--- src/rtl/until_stim_gen.sv ---
// ---------------------------------------------------------------------------
// until_stim_gen
//
// Stimulus generator for "hold until event" checks. A start request makes
// hold_out stay high for H cycles and then release, while ev_out rises O
// cycles before the release (O=0 means it rises on the release edge, O>=H
// means it is high for the whole hold). With no_event set, ev_out is never
// raised for that sequence.
//
// Optional feature macro: UNTIL_STIM_GLITCH_EN
//   Adds input glitch_at. Inside the overlap window, the cycle whose
//   remaining-hold count equals glitch_at shows ev_out low, giving an event
//   that drops and re-rises before the hold releases.
//
// Ports
//   clk          system clock, all logic on posedge
//   rst          synchronous, active-high reset
//   start        single-cycle request to begin a sequence
//   hold_cycles  H, number of hold cycles (latched on an accepted start)
//   overlap      O, number of final hold cycles with ev_out already high
//   no_event     suppress ev_out for this sequence
//   glitch_at    (UNTIL_STIM_GLITCH_EN only) count at which ev_out drops
//   hold_out     held signal, left operand of the until
//   ev_out       event signal, right operand of the until
//   busy         sequence in progress
//   done         one-cycle pulse when hold_out deasserts
//
// Handshake: start is a single-cycle request with no ready. It is accepted
// when the FSM is in IDLE or REL on the sampling edge; in RUN it is ignored.
//
// All outputs are flops decoded from the FSM state, so each output lags the
// internal state by one edge: start sampled at edge k -> FSM in RUN after
// edge k -> first RUN outputs visible after edge k+1.
// ---------------------------------------------------------------------------
module until_stim_gen #(
    parameter int HOLD_W = 8
) (
    input  logic              clk,
    input  logic              rst,
    input  logic              start,
    input  logic [HOLD_W-1:0] hold_cycles,
    input  logic [HOLD_W-1:0] overlap,
    input  logic              no_event,
`ifdef UNTIL_STIM_GLITCH_EN
    input  logic [HOLD_W-1:0] glitch_at,
`endif
    output logic              hold_out,
    output logic              ev_out,
    output logic              busy,
    output logic              done
);

    typedef enum logic [1:0] {
        IDLE = 2'd0,
        RUN  = 2'd1,
        REL  = 2'd2
    } state_t;

    state_t            state_q, state_d;
    logic [HOLD_W-1:0] cnt_q, cnt_d;
    logic [HOLD_W-1:0] ovl_q, ovl_d;
    logic              ne_q, ne_d;
    logic              rel_first_q, rel_first_d;
    logic              accept;

    logic              hold_d, ev_d, busy_d, done_d;

`ifdef UNTIL_STIM_GLITCH_EN
    logic [HOLD_W-1:0] glitch_q, glitch_d;
`endif

    // ---------------------------------------------------------------
    // State register (also holds the latched sequence parameters and
    // the registered outputs).
    // ---------------------------------------------------------------
    always_ff @(posedge clk) begin
        if (rst) begin
            state_q     <= IDLE;
            cnt_q       <= '0;
            ovl_q       <= '0;
            ne_q        <= 1'b0;
            rel_first_q <= 1'b0;
            hold_out    <= 1'b1;
            ev_out      <= 1'b0;
            busy        <= 1'b0;
            done        <= 1'b0;
`ifdef UNTIL_STIM_GLITCH_EN
            glitch_q    <= '0;
`endif
        end else begin
            state_q     <= state_d;
            cnt_q       <= cnt_d;
            ovl_q       <= ovl_d;
            ne_q        <= ne_d;
            rel_first_q <= rel_first_d;
            hold_out    <= hold_d;
            ev_out      <= ev_d;
            busy        <= busy_d;
            done        <= done_d;
`ifdef UNTIL_STIM_GLITCH_EN
            glitch_q    <= glitch_d;
`endif
        end
    end

    // ---------------------------------------------------------------
    // Next-state logic
    // ---------------------------------------------------------------
    always_comb begin
        state_d = state_q;
        cnt_d   = cnt_q;
        ovl_d   = ovl_q;
        ne_d    = ne_q;
        accept  = 1'b0;
`ifdef UNTIL_STIM_GLITCH_EN
        glitch_d = glitch_q;
`endif
        case (state_q)
            IDLE, REL: begin
                if (start) begin
                    accept  = 1'b1;
                    cnt_d   = hold_cycles;
                    ovl_d   = overlap;
                    ne_d    = no_event;
`ifdef UNTIL_STIM_GLITCH_EN
                    glitch_d = glitch_at;
`endif
                    state_d = (hold_cycles == '0) ? REL : RUN;
                end
            end
            RUN: begin
                cnt_d = cnt_q - HOLD_W'(1);
                // cnt is never 0 in RUN; <= guards against a corrupted count
                if (cnt_q <= HOLD_W'(1)) begin
                    state_d = REL;
                end
            end
            default: begin
                state_d = IDLE;
            end
        endcase
        // A fresh REL entry (from RUN, or a restart with H=0) earns one done.
        rel_first_d = (state_d == REL) && ((state_q == RUN) || accept);
    end

    // ---------------------------------------------------------------
    // Output decode (values registered on the next edge)
    // ---------------------------------------------------------------
    always_comb begin
        hold_d = 1'b1;
        ev_d   = 1'b0;
        busy_d = 1'b0;
        done_d = 1'b0;
        case (state_q)
            RUN: begin
                hold_d = 1'b1;
                busy_d = 1'b1;
                // cnt counts remaining hold cycles, so cnt<=O is the overlap
                // window; O>=H naturally covers every RUN cycle.
                ev_d   = (cnt_q <= ovl_q) && !ne_q;
`ifdef UNTIL_STIM_GLITCH_EN
                if (cnt_q == glitch_q) begin
                    ev_d = 1'b0;
                end
`endif
            end
            REL: begin
                hold_d = 1'b0;
                busy_d = 1'b0;
                ev_d   = !ne_q;
                done_d = rel_first_q;
            end
            default: begin
                hold_d = 1'b1;
                ev_d   = 1'b0;
            end
        endcase
    end

endmodule

--- config.mk ---
export PLATFORM = sky130hd
export DESIGN_NAME = until_stim_gen
export DESIGN_NICKNAME = d
export VERILOG_FILES = /design/src/rtl/until_stim_gen.sv
export SDC_FILE = /design/constraint.sdc
export NUM_CORES = 1
export LEC_CHECK = 0
export ABC_AREA = 1
export CAP_MARGIN = 0
export CORE_ASPECT_RATIO = 0.5
export CORE_MARGIN = 2
export CORE_UTILIZATION = 45
export DETAILED_ROUTE_END_ITERATION = 6
export PLACE_DENSITY = 0.69
export SETUP_SLACK_MARGIN = 0.1
export SLEW_MARGIN = 20
export SYNTH_ARGS = -nofsm -noshare
export SYNTH_HDL_FRONTEND = slang
export SYNTH_SLANG_ARGS = --single-unit
--- constraint.sdc ---
create_clock -name clk -period 1.61 [get_ports clk]
set_clock_uncertainty 0.1 [all_clocks]
set_input_delay 0.322 -clock clk [delete_from_list [all_inputs] [get_ports clk]]
set_output_delay 0.322 -clock clk [all_outputs]
set_load 0.05 [all_outputs]
Word-level counts from Yosys, hierarchy flattened

Cells that the tools add are included.

Bits in registers: 24
Input port bits: 20
Output and inout port bits: 4
Logic and storage cells: 39

$add $sub $neg: 1
Order comparisons: 2
Equality and inequality tests: 4
Muxes and demuxes: 11
Bitwise operators: 1
Reductions and logical operators: 11

Operators by type and width:

| kind                | count |
|---|---|
| $pmux 8 s2          | 1 |
| $le 8x1->1 const B  | 1 |
| $le 8x8->1          | 1 |
| $logic_not 8->1     | 1 |
| $mux 8              | 1 |
| $sub 8x1->8 const B | 1 |
| $mux 2              | 3 |
| $eq 2x2->1 const B  | 2 |
| $mux 1              | 4 |
| $pmux 2 s2          | 1 |
| $reduce_and 2->1    | 2 |
| $reduce_or 2->1     | 2 |
| $eq 2x1->1 const B  | 1 |
| $logic_and 1x1->1   | 2 |
| $logic_not 2->1     | 1 |
| $ne 2x2->1 const B  | 1 |
| $pmux 1 s2          | 1 |
| $reduce_bool 2->1   | 1 |
| $logic_not 1->1     | 1 |
| $logic_or 1x1->1    | 1 |
| $not 1->1           | 1 |

Longest topological paths before layout

Gate-level depths: netlist (run 1).

Depth in word-level cells: 6
Depth in mapped cells: 12
Gate-level depth less buffers: 12

Least setup slack after synthesis (run 1)

OpenSTA, ideal clock, no wires.

Path kind: reg2reg
Start point: register state_q[0]
End point: register ovl_q[7]
Setup time: 0.070 ns
Arrival time: 1.350 ns
Required time: 1.440 ns
Path slack: 0.090 ns
Cell stages (with the launch flop): 9
Path buffers: 1
Period minus slack after synthesis: 1.520 ns
Cells stage by stage: dfxtp_1 inv_1 ha_1 nor2_1 nor2_1 inv_1 buf_4 o21ai_1 a21oi_1

Longest elaborated chain between the ends: 3
Elaborated cells between the ends (all ways): 4
Classes of those cells: eq/ne (1); reduce/logical (3)

RTL lines:

| item                                          | RTL line | text |
|---|---|---|
| start, declared                               | 59       | `state_t state_q, state_d;` |
| start signal, assigned                        | 91       | `state_q <= state_d;` |
| $eq 2x2->1 or $logic_not 2->1 (tied branches) | 118      | `case (state_q)` |
| $reduce_or 2->1 (*)                           | 118      |  |
| $reduce_and 2->1 (no line) (*)                | --       |  |
| end signal, assigned                          | 93       | `ovl_q <= ovl_d;` |
| end, declared                                 | 61       | `logic [HOLD_W-1:0] ovl_q, ovl_d;` |

Every way passes the cells marked *; elsewhere a longest branch is shown, timed or not.
A chain may end at the register's enable or synchronous reset.

Worst setup path in the final report (run 1)

Ends and elaborated chain as after synthesis.

==> parameters.txt, run 1 <==
Parameter                              Value

Cells and area
  FILL cells    265
  Commonest non-fill, non-tap cells in the layout    49 x nand2_1, 26 x inv_1, 19 x nor2_1
  Total Nets Final    281
  Layout Cell Area excl Fill    2050 um2
  Area Overhead vs Synth    45.9%
  Most frequent standard cell in the layout excluding fill and tap cells    nand2_1
  Number of antenna cells inserted    0
  Fraction of layout cells with a size suffix above 1    26.0%

Route
  Drt total wl    3550 um
  Total via count in the routed design    1,390
  WL per Instance    12.4 um
  Number of violations reported at the end of detailed-routing iteration 0    63
  Remaining antenna violation count    0
  Drc violations    0
  Pre-antenna DRT Iters    4
  Vias per cell    4.86

Worst setup path
  Critical setup path kind    register to register
  Startpoint type of the worst setup path    register
  Required arrival time at the worst endpoint    1670 ps
  Critical Path Fanout Max    7
  Chain of cells forming the critical path    inv_4 -> ha_4 -> nor2_4 -> nor2_4 -> clkinvlp_4 -> o21ai_2 -> a21oi_1
  Most frequent cell on the critical path    nor2_4
  Data arrival time of the worst path    1550 ps
  Gate family responsible for the most delay along the worst path    flip-flops
  Critical path's largest stage delay    380 ps
  Bufs and invs on worst path    2
  Crit-path slowest cell    dfxtp_4
  Crit path capture type    register

GRT
  Largest net degree at the start of global routing    16
  Initial antenna violation count    0
  First-pass GRT wire length    5810 um
  Gr ovfl total    0
  GRT Overall Usage    20.3%
  Via count of the first global-routing pass    1,280

STA
  Worst relative slew slack    83.9%
  Final min period    1490 ps
  Final worst slack    122 ps
  RSZ-0062 raised after global routing    true
  Number of setup violations in the final report    0
  Max Clock Freq    672 MHz
  Total count of max-transition violations in the final report    0
  Part of the cycle the worst path needs    92.4%
  Final count of hold timing violations    0
  Final worst hold slack    318 ps
  Slew at the pin with the worst max-slew slack    239 ps

Synth
  Number of distinct library cells after synthesis    24
  Post-synthesis sequential area ratio    34.2%
  Post-synthesis register bit count    24
  Fraction of post-synthesis cell area in the top cell type by area    34.2%
  Synth Warn #    0
  Post-Synthesis Cells    205
  Area of the mapped netlist    1410 um2
  Cells taking the most area after synthesis    dfxtp_1 34%, nand2_1 13%, ha_1 12%
  Net count of the mapped netlist    239
  Synth area leader    dfxtp_1
  Mean instance size in the synthesized netlist    6.85 um2

Clock network
  CTS tree    built
  # hold bufs at CTS    0
  Max Root-Sink Buffers    2
  Root buffer cell    clkbuf_8
  Clk Latency, worst-skew pair    270 ps
  Number of buffers created by CTS    3
  Clock slew seen by the registers of the worst setup and hold paths    80 ps
  Number of H-tree levels    1
  Number of clock sinks seen by CTS    24

Floorplanning
  Area of the die    3610 um2
  Starting Density    46.9%
  Top Ports    24
  Floorplan die width    83.0 um
  Cell row count    14
  Placeable core region    3000 um2
  Die height    43.5 um

Place
  Worst setup slack after placement    -196 ps
  Global placer's final weighted congestion    0.878
  IO buf count    23
  HPWL Detailed    2530 um
  Placed standard-cell area    1830 um2

Power
  Power density normalized to cell area    995 nW/um2
  Worst ir drop on vdd    0.000603 V
  Leakage    0.924 nW

Run
  Max-cap violation count    0

Worst hold path
  Class of the worst hold path    register to register

Outcome
  Result of the run    finished, final reports clean
worst register-to-register path, stage by stage (launching register included):
cell and delay [ps]:
dfxtp_4 380, inv_4 70, ha_4 150, nor2_4 40
nor2_4 170, clkinvlp_4 230, o21ai_2 190, a21oi_1 60
final timing paths:
kind / startpoint / end / slack [ps] / depth (start not counted)
hold / removal: rel_first_q / done / 320 / 2
setup reg to reg: state_q[0] / ovl_q[7] / 120 / 7
hold reg to reg: rel_first_q / done / 320 / 2
setup / recovery: state_q[0] / ovl_q[7] / 120 / 7
through the flow:
stage | util, % | cells | total power [mW] | TNS [ps]
final | 68.5 | 286 | 2.04 | 0
after global routing | 68.5 | 286 | 2.21 | 0
after floorplan | - | 205 | 1.23 | 0
after detailed placement | 60.9 | 279 | 1.49 | -1850
after global placement | 60.9 | 279 | 1.47 | -1270
after CTS | 62.8 | 283 | 1.91 | 0
power by group:
part / switching [mW] / total (mW) / internal (mW)
Sequential: 0.0729 / 0.752 / 0.679
Combinational: 0.480 / 0.879 / 0.399
Clock: 0.191 / 0.409 / 0.218
Total: 0.744 / 2.04 / 1.30
area by class of cell:
class | count | area (um2) | share of cell area (%)
inverter | 31 | 124 | 6.04
multi-input combinational | 144 | 885 | 43.1
tap | 40 | 50.0 | 2.44
sequential | 24 | 498 | 24.3
clock buffer | 4 | 55.1 | 2.68
timing repair inverter | 1 | 7.51 | 0.366
timing repair buffer | 42 | 432 | 21.0
cells in the mapped netlist, drive strengths merged:
library cell and number:
a211oi 1, a21o 1, a21oi 19, a31oi 1, buf 6, dfxtp 24, ha 14, inv 31
nand2 50, nand3 6, nand4 2, nor2 26, nor3 2, o21ai 19, o22ai 2, o31ai 1
layer usage:
layer	vias up	GRT usage [%]	wire, um
met5	-	0	0
met4	0	3.28	8
met3	2	5.52	191
met2	32	32.7	1610
met1	621	28.3	1740
li1	735	-	-
logic make-up after synthesis:
group	Yosys count	share of synthesized area (%)
adders and majority gates	14	12.5
and+or+nand+nor	86	25.1
AOI/OAI and AO/OA	44	17.0
buffers and inverters	37	11.2
DFF	24	34.2
state kept, by name, indices dropped and copies added (netlist names):
signal	count
ovl_q	8
busy	1
hold_out	1
done	1
ne_q	1
rel_first_q	1
state_q	2
ev_out	1
cnt_q	8
timing repair:
| action | 4_1_cts | 5_1_grt |
|---|---|---|
| gates resized for setup | 2 | 44 |
| setup endpoints to repair | 12 | 18 |
| pin swaps | 0 | 6 |
| buffers inserted | 0 | 2 |
| gates cloned | 0 | 1 |
Power figures use the tool's default switching activity.
==> inputs of run 2 (changes only) <==
--- a/config.mk
+++ b/config.mk
@@ -12,7 +12,7 @@
 export CORE_UTILIZATION = 45
 export DETAILED_ROUTE_END_ITERATION = 6
 export PLACE_DENSITY = 0.69
-export SETUP_SLACK_MARGIN = 0.1
+export SETUP_SLACK_MARGIN = 0.3
 export SLEW_MARGIN = 20
 export SYNTH_ARGS = -nofsm -noshare
 export SYNTH_HDL_FRONTEND = slang
==> constraint.sdc (replaced) <==
create_clock -name clk -period 1.3 [get_ports clk]
set_clock_uncertainty 0.1 [all_clocks]
set_input_delay 0.26 -clock clk [delete_from_list [all_inputs] [get_ports clk]]
set_output_delay 0.26 -clock clk [all_outputs]
set_load 0.05 [all_outputs]
==> run 2 against run 1 <==
  * Global-route usage increased by 0.96 points
  * Critical endpoint is now ev_out
  * The flow now finishes with violations (setup timing)
  * Critical path depth up 2
  * Critical path type unchanged
  * Sequential share of layout area decreased by 3.7 points
  * First-iteration DRC count up 19%
  * Register-to-register slack got worse by 300 ps
==> parameters.txt, run 2 (synthesis gave the netlist of run 1 again) <==
Parameter                              Value

Power
  Leakage    1.06 nW (+14%)
  Power density normalized to cell area    1280 nW/um2 (+28%)
  Worst ir drop on vdd    0.000753 V (+25%)

Cells and area
  Most frequent standard cell in the layout excluding fill and tap cells    nand2_1
  Share of the core filled with cells    82.3% (+14 points)
  Commonest non-fill, non-tap cells in the layout    42 x nand2_1, 24 x buf_4, 19 x inv_1
  Total Nets Final    299 (+6.4%)
  Layout Cell Area excl Fill    2470 um2 (+20%)
  Area Overhead vs Synth    75.5%
  Biggest regs    cnt_q x8, ovl_q x8, state_q x2
  Number of antenna cells inserted    0 (unchanged)
  Fraction of layout cells with a size suffix above 1    48.5% (+22 points)

Worst setup path
  Critical Path Fanout Max    2 (-5)
  Data arrival time of the worst path    1590 ps (+40 ps)
  Chain of cells forming the critical path    inv_2 -> ha_4 -> a21oi_1 -> nor2_1 -> nor2_1 -> nand2_1 -> nand2_2 -> nand2_2 -> a21oi_2
  Crit path capture type    register
  Startpoint type of the worst setup path    register
  Gate family responsible for the most delay along the worst path    simple AND/OR/NAND/NOR gates
  Critical setup path kind    register to register
  Required arrival time at the worst endpoint    1410 ps (-260 ps)
  Bufs and invs on worst path    1 (-1)
  Crit-path slowest cell    dfxtp_1
  Critical path's largest stage delay    370 ps (about the same)

Clock network
  Clock slew seen by the registers of the worst setup and hold paths    90 ps (about the same)
  Number of buffers created by CTS    3 (unchanged)
  Number of clock sinks seen by CTS    24 (unchanged)
  Max Root-Sink Buffers    2 (unchanged)
  Root buffer cell    clkbuf_8
  Clk Latency, worst-skew pair    280 ps (about the same)
  # hold bufs at CTS    0 (unchanged)
  Number of H-tree levels    1 (unchanged)
  CTS tree    built

Outcome
  Result of the run    finished, violations left
  Failing checks    setup timing

GRT
  Largest net degree at the start of global routing    15 (-1)
  Met1 demand-to-capacity share in global routing    29.0% (+0.65 points)
  Via count of the first global-routing pass    1,356 (+5.9%)
  Met2 Use GR    34.2% (+1.5 points)
  Gr ovfl total    0 (unchanged)
  Grt peak-use layer    met2
  Initial antenna violation count    0 (unchanged)
  GRT Overall Usage    21.3% (+0.96 points)
  First-pass GRT wire length    6070 um (+4.5%)
  Met3 track utilization from global routing    6.10% (+0.57 points)

STA
  Final worst slack    -178 ps (-300 ps)
  Final worst hold slack    361 ps (+43.6 ps)
  Worst relative slew slack    84.5% (+0.57 points)
  Setup total negative slack    -1680 ps (-1680 ps)
  Number of setup violations in the final report    19 (+19)
  Part of the cycle the worst path needs    114% (+21 points)
  Max Clock Freq    677 MHz (+0.69%)
  RSZ-0062 raised after global routing    true
  Total count of max-transition violations in the final report    0 (unchanged)
  Final min period    1480 ps (-10.2 ps)
  Final count of hold timing violations    0 (unchanged)
  Slew at the pin with the worst max-slew slack    232 ps (-7.30 ps)

Floorplanning
  Starting Density    46.9% (unchanged)
  Area of the die    3610 um2 (unchanged)
  Top Ports    24 (unchanged)
  Die height    43.5 um (unchanged)
  Cell row count    14 (unchanged)
  Placeable core region    3000 um2 (unchanged)
  Floorplan die width    83.0 um (unchanged)

Route
  Number of violations reported at the end of detailed-routing iteration 0    75 (+19%)
  Drc violations    0 (unchanged)
  WL per Instance    15.1 um (+22%)
  Total via count in the routed design    1,558 (+12%)
  Remaining antenna violation count    0 (unchanged)
  Pre-antenna DRT Iters    4 (unchanged)
  Vias per cell    5.13 (+5.4%)
  Drt total wl    4590 um (+29%)

Place
  Global placer's final weighted congestion    0.895 (+1.9%)
  IO buf count    23 (unchanged)
  Placed standard-cell area    1970 um2 (+7.7%)
  HPWL Detailed    2740 um (+8.1%)

Worst hold path
  Class of the worst hold path    register to register

Run
  Max-cap violation count    0 (unchanged)
## run 2: cell count changes in the layout (fill, tap and decap cells not counted), moves of 5 or more
cell	delta
dfxtp_1	-6
o21ai_1	+5
nand2_2	+6
a21oi_2	+9
buf_6	+10
ha_4	+5
nand2_1	-7
a21oi_1	-10
o21ai_0	-9
inv_1	-7
buf_4	+7
dfxtp_2	+5
## run 2: layer usage
metal  up-vias  share of wire, %
met4         0               1.4
met2        58                49
met1       720                44
li1        770                 -
met3        10               6.2
met5         -                 0
## run 2: timing repair
action | CTS | global route
cloned | 0 | 1
setup buffers | 0 | 10
hold endpoints to repair | 0 | 0
pin swaps | 7 | 31
setup endpoints to repair | 27 | 27
gates resized for setup | 27 | 76
## run 2: final cells by class
type	count	area (um2)
tap	40	50.0
multi-input combinational	144	1080
fill	173	529
timing repair inverter	1	6.26
clock buffer	4	66.3
inverter	31	139
timing repair buffer	60	613
sequential	24	508
## run 2: tightest hold or removal path: stages, from the launching register on
cell     delay [ps]
dfxtp_1         320
inv_1            70
nor2_2           40
## run 2: final timing paths
kind                             startpoint  endpoint  slack (ps)  cells after the start
worst min register to register  rel_first_q      done         360                      2
worst min-delay path            rel_first_q      done         360                      2
worst max register to register     ovl_q[5]    ev_out        -180                      9
worst max-delay path               ovl_q[5]    ev_out        -180                      9
## run 2: stage by stage
stage	worst slack, ps	instances	total power [mW]
2_1_floorplan	16.0	205	1.60
3_3_place_gp	-332	289	1.98
3_5_place_dp	-428	289	2.01
4_1_cts	-84.0	293	2.70
5_1_grt	-254	304	3.32
6_report	-178	304	3.15
## run 2: report_power, final
| part | total (mW) | internal (mW) | switching, mW |
|---|---|---|---|
| registers | 0.950 | 0.846 | 0.104 |
| logic | 1.58 | 0.757 | 0.827 |
| clock network | 0.610 | 0.335 | 0.275 |
| total | 3.15 | 1.94 | 1.21 |
==> inputs of run 3 (changes only) <==
--- a/config.mk
+++ b/config.mk
@@ -6,8 +6,8 @@
 export NUM_CORES = 1
 export LEC_CHECK = 0
 export ABC_AREA = 1
-export CAP_MARGIN = 0
-export CORE_ASPECT_RATIO = 0.5
+export CAP_MARGIN = 15
+export CORE_ASPECT_RATIO = 1.4
 export CORE_MARGIN = 2
 export CORE_UTILIZATION = 45
 export DETAILED_ROUTE_END_ITERATION = 6
==> run 3 against run 2 <==
  * Total power decreased by 7.3%
  * Cell area decreased by 1.6%
  * Critical endpoint is now ovl_q[0]
  * Sequential power is 1% higher
  * Critical path type unchanged
  * The run still ends with setup timing left
  * Cell count stayed put
  * Register-to-register slack improved by 90 ps
  * Setup slack improved by 88 ps
  * Core utilization down 3.1 points
  * Non-clock buffer count unchanged
  * Largest power group unchanged
  * Global-route usage increased by 0.83 points
  * Routed wire length down 11%
  * Fmax rose by 6.4%
  * Highest routed layer unchanged
==> parameters.txt, run 3 (synthesis gave the netlist of run 1 again) <==
Parameter                              Value

Cells and area
  Number of antenna cells inserted    0 (unchanged)
  FILL cells    211 (+22%)
  Area Overhead vs Synth    72.7%
  Commonest non-fill, non-tap cells in the layout    39 x nand2_1, 27 x buf_4, 18 x clkdlybuf4s50_1
  Total Nets Final    300 (+0.33%)
  Most frequent standard cell in the layout excluding fill and tap cells    nand2_1
  Biggest regs    cnt_q x8, ovl_q x8, state_q x2
  Fraction of layout cells with a size suffix above 1    49.1% (+0.57 points)

Clock network
  Clk Latency, worst-skew pair    270 ps (about the same)
  Clock slew seen by the registers of the worst setup and hold paths    90 ps (about the same)
  Root buffer cell    clkbuf_8
  Max Root-Sink Buffers    2 (unchanged)
  CTS tree    built
  Number of H-tree levels    1 (unchanged)
  Number of clock sinks seen by CTS    24 (unchanged)
  # hold bufs at CTS    0 (unchanged)
  Number of buffers created by CTS    3 (unchanged)

Floorplanning
  Floorplan die width    51.2 um (-38%)
  Placeable core region    3060 um2 (+2.3%)
  Starting Density    45.9% (-1.0 points)
  Top Ports    24 (unchanged)
  Cell row count    24 (+10)
  Die height    70.1 um (+61%)
  Area of the die    3590 um2 (-0.58%)

Power
  Switching power share of the total    38.5% (+0.11 points)
  Worst ir drop on vdd    0.000903 V (+20%)
  Leakage    1.04 nW (-1.4%)
  P_int    1.79 mW (-7.4%)
  Proportion of power drawn by combinational gates    51.2% (+0.8 points)
  Power density normalized to cell area    1200 nW/um2 (-5.7%)
  Power spent charging and discharging nets    1.12 mW (-7.0%)
  Portion of total power attributed to the clock network    15.8% (-3.6 points)
  Overall power of the completed layout    2.92 mW (-7.3%)
  Sequential Power Share    33.0% (+2.8 points)

STA
  Part of the cycle the worst path needs    107% (-6.8 points)
  Final min period    1390 ps (-88.4 ps)
  Total count of max-transition violations in the final report    0 (unchanged)
  Number of setup violations in the final report    16 (-3)
  Slew at the pin with the worst max-slew slack    259 ps (+27.1 ps)
  Final worst slack    -89.2 ps (+88.4 ps)
  Worst relative slew slack    82.7% (-1.8 points)
  Max Clock Freq    720 MHz (+6.4%)
  Final count of hold timing violations    0 (unchanged)
  RSZ-0062 raised after global routing    true

Worst setup path
  Data arrival time of the worst path    1460 ps (-130 ps)
  Worst reg2reg path endpoint    ovl_q[0]
  Critical setup path kind    register to register
  Crit path capture type    register
  Launching element of the worst setup path    state_q[0]
  Beginning of the worst register-to-register path    state_q[0]
  Register-to-Register Setup Slack    -90 ps (+90 ps)
  Worst-case reg-to-reg path depth    7 (-2)
  Timing endpoint of the critical path    ovl_q[0]
  Startpoint type of the worst setup path    register
  Required arrival time at the worst endpoint    1370 ps (-40 ps)
  Critical Path Fanout Max    8 (+6)

Run
  Max-cap violation count    0 (unchanged)

Place
  Global placer's final weighted congestion    0.891 (-0.40%)
  IO buf count    23 (unchanged)
  HPWL Detailed    2520 um (-8.0%)
  Worst setup slack after placement    -347 ps (+80.6 ps)

Outcome
  Failing checks    setup timing
  Result of the run    finished, violations left

Route
  Drt total wl    4070 um (-11%)
  Pre-antenna DRT Iters    4 (unchanged)
  Total via count in the routed design    1,531 (-1.7%)
  Number of violations reported at the end of detailed-routing iteration 0    68 (-9.3%)
  Remaining antenna violation count    0 (unchanged)
  WL per Instance    13.4 um (-11%)
  Drc violations    0 (unchanged)
  Vias per cell    5.04 (-1.7%)

GRT
  Gr ovfl total    0 (unchanged)
  Initial antenna violation count    0 (unchanged)
  First-pass GRT wire length    6140 um (+1.1%)
  GRT Overall Usage    22.1% (+0.83 points)
  Largest net degree at the start of global routing    14 (-1)
  Via count of the first global-routing pass    1,426 (+5.2%)

Worst hold path
  Class of the worst hold path    register to register
==> run 3: cell count changes in the layout (fill, tap and decap cells not counted), moves of 3 or more <==
cell / change
buf_4: +3
a21oi_2: -6
nand2_1: -3
a21oi_1: +6
inv_1: -3
inv_2: +5
==> run 3: cell type report <==
cell class                      count  area, um2  area share (%)
Timing Repair inverter              2       10.0           0.413
Tap cell                           39       48.8            2.01
Multi-Input combinational cell    144       1090            44.8
Clock buffer                        4       45.0            1.86
Sequential cell                    24        515            21.2
Timing Repair Buffer               60        584            24.1
Inverter                           31        136            5.62
==> run 3: how the worst min path moves through the flow <==
stage / slack, ps / cells past startpoint / from / endpoint
final: 350 / 2 / rel_first_q / done
after global routing: 360 / 2 / rel_first_q / done
after CTS: 330 / 2 / rel_first_q / done
after detailed placement: 320 / 2 / rel_first_q / done
after global placement: 320 / 2 / rel_first_q / done
after floorplan: 290 / 2 / rel_first_q / done
==> run 3: through the flow <==
step	area (um2)	std cells	hold slack [ps]	util, %	setup TNS [ps]
6_report	2430	304	349	79.2	-927
5_1_grt	2430	304	363	79.2	-2310
4_1_cts	2220	302	328	72.4	-427
3_5_place_dp	1980	291	322	64.5	-5620
3_3_place_gp	1980	291	318	64.5	-5180
2_1_floorplan	1480	205	294	-	0
==> run 3: repair_timing <==
| action | 4_1_cts | 5_1_grt |
|---|---|---|
| gates resized for setup | 50 | 54 |
| buffers inserted | 4 | 2 |
| endpoints found under the setup margin | 27 | 28 |
| gates cloned | 3 | 0 |
| pin swaps | 12 | 17 |
==> run 3: worst max-delay path, stage by stage (launching register included) <==
cell     delay [ps]
dfxtp_4         390
inv_4            80
ha_4            150
nor2_4           50
nor2_4          220
inv_2           130
nor2_1          100
nor2_1           50
==> run 3: power by group through the flow <==
stage	combinational [mW]	sequential [mW]	clock [mW]
6_report	1.49	0.963	0.461
5_1_grt	1.64	0.972	0.498
2_1_floorplan	0.652	0.947	0
3_3_place_gp	1.03	0.931	0
3_5_place_dp	1.05	0.934	0
4_1_cts	1.25	0.927	0.468
==> run 3: layer usage <==
| metal | GRT usage, % | share of wire (%) | up-vias |
|---|---|---|---|
| li1 | - | - | 777 |
| met1 | 26.8 | 40 | 706 |
| met2 | 37.8 | 54 | 40 |
| met3 | 2.78 | 3.2 | 8 |
| met4 | 10.5 | 2.1 | 0 |
| met5 | 0 | 0 | - |
